==> src/rtl/counter_cmd_arbiter.sv <==
// -----------------------------------------------------------------------------
// counter_cmd_arbiter
//
// Run-control sequencer for the 0-9999 up/down counter datapath. Merges the
// three debounced push-button levels and decoded UART receive bytes into one
// enable/clear/mode control set, and owns the STOP/RUN/CLEAR state machine.
//
// Ports
//   clk         system clock
//   rst         asynchronous reset, active low (0 = reset)
//   btn_enable  debounced level; rising edge = run/stop toggle
//   btn_clear   debounced level; rising edge = clear
//   btn_mode    debounced level; rising edge = up/down toggle
//   rx_data     received UART byte, qualified by rx_done
//   rx_done     one-cycle strobe for rx_data
//   enable      datapath count enable (registered)
//   clear       datapath synchronous clear (registered)
//   mode        0 = count up, 1 = count down (registered)
//   state       current state for LEDs: STOP=00, RUN=01, CLEAR=10
//
// State table
//   state    | meaning
//   ---------+-----------------------------------------------------------
//   ST_STOP  | counter halted; run -> ST_RUN, clear -> ST_CLEAR
//   ST_RUN   | counter counting; run -> ST_STOP, clear -> ST_CLEAR
//   ST_CLEAR | clear held CLEAR_CYCLES cycles, then -> ST_STOP;
//            | run/clear commands ignored, mode toggles still applied
// -----------------------------------------------------------------------------
module counter_cmd_arbiter #(
  parameter logic [7:0]  CMD_RUN      = 8'h52,
  parameter logic [7:0]  CMD_CLEAR    = 8'h43,
  parameter logic [7:0]  CMD_MODE     = 8'h4D,
  parameter int unsigned CLEAR_CYCLES = 4
) (
  input  logic       clk,
  input  logic       rst,
  input  logic       btn_enable,
  input  logic       btn_clear,
  input  logic       btn_mode,
  input  logic [7:0] rx_data,
  input  logic       rx_done,
  output logic       enable,
  output logic       clear,
  output logic       mode,
  output logic [1:0] state
);

  typedef enum logic [1:0] {
    ST_STOP  = 2'b00,
    ST_RUN   = 2'b01,
    ST_CLEAR = 2'b10
  } state_t;

  typedef enum logic [1:0] {
    C_NONE  = 2'b00,
    C_RUN   = 2'b01,
    C_CLEAR = 2'b10,
    C_MODE  = 2'b11
  } cmd_t;

  localparam logic [7:0] CLEAR_LOAD = 8'(CLEAR_CYCLES);

  state_t     state_q;
  logic       enable_q;
  logic       clear_q;
  logic       mode_q;
  logic [7:0] clr_cnt_q;

  logic       prev_enable_q;
  logic       prev_clear_q;
  logic       prev_mode_q;

  logic       pend_valid_q;
  cmd_t       pend_cmd_q;
  logic       pend_valid_d;
  cmd_t       pend_cmd_d;

  logic       evt_run;
  logic       evt_clear;
  logic       evt_mode;
  logic       btn_any;

  cmd_t       rx_cmd;
  cmd_t       sel_cmd;
  logic       win_run;
  logic       win_clear;
  logic       win_mode;

  // Button rising edges against last cycle's sample.
  assign evt_run   = btn_enable & ~prev_enable_q;
  assign evt_clear = btn_clear  & ~prev_clear_q;
  assign evt_mode  = btn_mode   & ~prev_mode_q;
  assign btn_any   = evt_run | evt_clear | evt_mode;

  // UART decode accepts the upper-case code or its lower-case twin.
  always_comb begin
    rx_cmd = C_NONE;
    if (rx_done) begin
      if (rx_data == CMD_RUN || rx_data == (CMD_RUN | 8'h20)) begin
        rx_cmd = C_RUN;
      end else if (rx_data == CMD_CLEAR || rx_data == (CMD_CLEAR | 8'h20)) begin
        rx_cmd = C_CLEAR;
      end else if (rx_data == CMD_MODE || rx_data == (CMD_MODE | 8'h20)) begin
        rx_cmd = C_MODE;
      end
    end
  end

  // Arbitration: buttons first, then the pending UART entry, then a fresh
  // UART command. A UART command that loses the cycle lands in the 1-entry
  // buffer and replaces whatever was there.
  always_comb begin
    win_run      = 1'b0;
    win_clear    = 1'b0;
    win_mode     = 1'b0;
    sel_cmd      = C_NONE;
    pend_valid_d = pend_valid_q;
    pend_cmd_d   = pend_cmd_q;

    if (btn_any) begin
      win_clear = evt_clear;
      win_run   = evt_run & ~evt_clear;
      win_mode  = evt_mode;
      if (rx_cmd != C_NONE) begin
        pend_valid_d = 1'b1;
        pend_cmd_d   = rx_cmd;
      end
    end else if (pend_valid_q) begin
      sel_cmd = pend_cmd_q;
      // A command decoded while the old entry drains becomes the new entry.
      pend_valid_d = (rx_cmd != C_NONE);
      pend_cmd_d   = rx_cmd;
    end else begin
      sel_cmd = rx_cmd;
    end

    if (!btn_any) begin
      win_run   = (sel_cmd == C_RUN);
      win_clear = (sel_cmd == C_CLEAR);
      win_mode  = (sel_cmd == C_MODE);
    end
  end

  always_ff @(posedge clk or negedge rst) begin
    if (!rst) begin
      state_q       <= ST_STOP;
      enable_q      <= 1'b0;
      clear_q       <= 1'b0;
      mode_q        <= 1'b0;
      clr_cnt_q     <= 8'd0;
      prev_enable_q <= 1'b0;
      prev_clear_q  <= 1'b0;
      prev_mode_q   <= 1'b0;
      pend_valid_q  <= 1'b0;
      pend_cmd_q    <= C_NONE;
    end else begin
      prev_enable_q <= btn_enable;
      prev_clear_q  <= btn_clear;
      prev_mode_q   <= btn_mode;
      pend_valid_q  <= pend_valid_d;
      pend_cmd_q    <= pend_cmd_d;

      if (win_mode) begin
        mode_q <= ~mode_q;
      end

      case (state_q)
        ST_STOP, ST_RUN: begin
          if (win_clear) begin
            state_q   <= ST_CLEAR;
            clr_cnt_q <= CLEAR_LOAD;
            enable_q  <= 1'b0;
            clear_q   <= 1'b1;
          end else if (win_run) begin
            if (state_q == ST_STOP) begin
              state_q  <= ST_RUN;
              enable_q <= 1'b1;
            end else begin
              state_q  <= ST_STOP;
              enable_q <= 1'b0;
            end
            clear_q <= 1'b0;
          end
        end

        ST_CLEAR: begin
          // Terminal count of 1 closes the hold window; <= guards a zero load.
          if (clr_cnt_q <= 8'd1) begin
            state_q   <= ST_STOP;
            clr_cnt_q <= 8'd0;
            enable_q  <= 1'b0;
            clear_q   <= 1'b0;
          end else begin
            clr_cnt_q <= clr_cnt_q - 8'd1;
          end
        end

        default: begin
          state_q   <= ST_STOP;
          clr_cnt_q <= 8'd0;
          enable_q  <= 1'b0;
          clear_q   <= 1'b0;
        end
      endcase
    end
  end

  assign enable = enable_q;
  assign clear  = clear_q;
  assign mode   = mode_q;
  assign state  = state_q;

endmodule
==> config.mk <==
export PLATFORM = sky130hd
export DESIGN_NAME = counter_cmd_arbiter
export DESIGN_NICKNAME = d
export VERILOG_FILES = /design/src/rtl/counter_cmd_arbiter.sv
export SDC_FILE = /design/constraint.sdc
export NUM_CORES = 1
export LEC_CHECK = 0
export BUFFER_PORTS_ARGS = -buffer_cell sky130_fd_sc_hd__buf_2
export CORE_MARGIN = 5
export CORE_UTILIZATION = 50
export DETAILED_ROUTE_END_ITERATION = 12
export GPL_TIMING_DRIVEN = 0
export PLACE_DENSITY = 0.79
export SLEW_MARGIN = 15
export SYNTH_ARGS = -nofsm -noshare
export SYNTH_HDL_FRONTEND = slang
export SYNTH_SLANG_ARGS = --single-unit
==> constraint.sdc <==
create_clock -name clk -period 3.2 [get_ports clk]
set_input_delay 0.16 -clock clk [delete_from_list [all_inputs] [get_ports clk]]
set_output_delay 0.16 -clock clk [all_outputs]
set_load 0.005 [all_outputs]
==> flow_summary.ini <==
[power]
peakVddDrop_v = 0.0002703
powerDensity_nw_per_um2 = 303.2
p_leak_uw = 0.0005428

[timing]
fin_ws_ns = 1.234
drv_slew = 0
final-hold-violation-count = 0
max_freq_mhz = 508.7
setup_viol = 0
rsz0062_at_grt = no
timing.final.crit_share_pct = 61.43
worstMarginPinSlew_ns = 0.6450
slew_headroom_pct = 56.67
tns_ns = 0
finalCriticalPeriod_ns = 1.966
skew_ns = 0.003133

[worst_setup_path]
crit_arrival_ns = 2.18
critPathLaunchType = flip-flop
crit_required_ns = 3.41
path_class = reg -> reg
r2r-end = clr_cnt_q[2]
endpoint_kind = flip-flop
r2r_setup_slack_ns = 1.23
rr_worst_depth = 8
crit_path_max_fanout = 9
r2r-start = clr_cnt_q[0]

[cts]
ctsHtreeMaxLevel = 1
cts_sinks = 17
path_clk_slew_ns = 0.10
cts-resized-gates = 0
holdBufCountCts = 4
cts_tree = built
cts_root_buf = clkbuf_4
clockBufferDepth = 2
clock_latency_ns = 0.29
cts_made_buffers = 3
postCtsSetupBuffers = 0

[finish]
synthToLayoutAreaGrowth_pct = 16.93
final_util_pct = 59.75
drive_gt1_share_pct = 20.98
fillers = 195
fin_nets = 160
diodes = 0

[drt]
ant_nets = 0
num_vias = 1027
wirelength_um = 2355
drtIter0Drc = 42
post-route-drc-count = 0
wl_per_cell_um = 13.77
firstDrtPassIters = 4
vias_per_cell = 6.006

[place]
dp_hpwl_um = 1808
io_buffers = 17
gp_congestion = 0.8654
dp_slack_ns = 1.268

[worst_hold_path]
hp-class = in -> reg
min_to = pend_cmd_q[1]
hold_depth = 4
hold_start = rx_data[4]

[grt]
antenna_found_initial = 0
grt_max_degree = 18
grt_first_pass_wirelength_um = 4167
overflow = 0
track_usage_pct = 15.73
grt_pass1_vias = 966

[floorplanning]
fp-row-count = 17
pin_count = 19
chipHeight_um = 57.09
die_w_um = 57.09
core-area_um2 = 2170
start_util_pct = 51.10
die-area_um2 = 3259

[synthesis]
synth_flop_cell = dfrtp_1
ys_types = 42
synthArstFlopShare_pct = 100.0
yosysSeqAreaShare_pct = 38.37
syn_avg_cell_area_um2 = 9.395
synth_common_cells = dfrtp_1, o21ai_0, nor2_1
yosys_warnings = 0
ys_ff_latch = 17
yosysTopAreaCellShare_pct = 38.37
synth_area_um2 = 1109
synth.area.top_cells = dfrtp_1, o21ai_0, o2bb2ai_1
synth-edff-count = 0
syn_inst = 118
synth_most_common_cell = dfrtp_1
syn_nets = 134
synth_top_area_cell = dfrtp_1

[job]
drv_cap = 0

[outcome]
outcome = completed
-- stage by stage --
stage,area [µm²],power (µW),hold slack (ns),instances
2_1_floorplan,1109,252.7,-0.1356,118
3_3_place_gp,1229,274.8,0.09700,163
3_5_place_dp,1229,277.3,0.1005,163
4_1_cts,1296,393.4,0.2953,171
5_1_grt,1296,411.3,0.3334,171
6_report,1296,393.0,0.2915,171
-- cell type report --
| class | count | area (µm²) | share of cell area [%] |
|---|---|---|---|
| buffer | 5 | 35.03 | 2.703 |
| timing repair buffer | 21 | 125.1 | 9.653 |
| sequential | 17 | 425.4 | 32.82 |
| clock buffer | 3 | 22.52 | 1.737 |
| inverter | 5 | 18.77 | 1.448 |
| tap | 28 | 35.03 | 2.703 |
| clock inverter | 1 | 5.005 | 0.3861 |
| multi-input combinational | 91 | 629.4 | 48.55 |
-- layout by cell type (no fill, tap or decap), types with 2 or more instances in the layout --
cell type,count
nand3b_1,3
o2111ai_1,2
dfrtp_1,17
dlygate4sd3_1,4
inv_1,5
a31oi_1,2
ha_1,2
o21ai_0,11
and3b_1,2
o21ai_1,2
a32oi_1,2
o2bb2ai_1,5
nand4bb_1,2
o211ai_1,2
nand3_1,3
xor2_1,2
buf_2,18
nand2_1,7
buf_4,2
nor2_1,8
nand2b_1,5
nor2b_1,2
clkbuf_4,3
nor3b_1,2
nor3_1,4
and2_1,2
a21oi_1,3
a21o_1,4
-- sequential cells by signal (all words and copies together) (netlist names) --
register,cells
clr_cnt_q,8
enable,1
mode,1
pend_cmd_q,2
pend_valid_q,1
prev_clear_q,1
prev_enable_q,1
prev_mode_q,1
state,1
-- per-layer routing --
metal / track usage, % / vias to the layer above / share of wire, %
li1: - / 495 / -
met1: 20.45 / 491 / 45
met2: 25.77 / 35 / 48
met3: 3.167 / 6 / 5.9
met4: 5.960 / 0 / 1.4
met5: 0 / - / 0
-- kinds of logic after synthesis --
| family | after synthesis | share of synthesized area, % |
|---|---|---|
| fa+ha+maj | 3 | 3.160 |
| buf+inv | 10 | 4.852 |
| compound gates | 42 | 28.78 |
| xor+xnor | 2 | 1.580 |
| flops | 17 | 38.37 |
| simple gates | 44 | 23.25 |
-- how the worst max path moves through the flow --
stage	from	endpoint	slack, ns	cells past startpoint
floorplan	clr_cnt_q[0]	clr_cnt_q[2]	1.52	8
CTS	clr_cnt_q[0]	clr_cnt_q[2]	1.24	8
global placement	clr_cnt_q[0]	clr_cnt_q[2]	1.33	8
finish	clr_cnt_q[0]	clr_cnt_q[2]	1.23	8
detailed placement	clr_cnt_q[0]	clr_cnt_q[2]	1.27	8
global route	clr_cnt_q[0]	clr_cnt_q[2]	1.04	8
-- where the power goes --
part	internal [µW]	switching, µW	leakage (µW)
registers	224	5.76	0.000197
clock network	46.5	69.5	0.0000177
logic	23.0	24.3	0.000328
total	293	99.5	0.000543
-- critical path, stage by stage, from the launching register on --
cell and delay (ns):
dfrtp_1 0.43, inv_1 0.06, ha_1 0.19, clkbuf_1 0.19, nor2_1 0.28, nor2_1 0.15, a221oi_1 0.28, o22ai_1 0.11
a31oi_1 0.19
(Power assumes the default switching activity.)
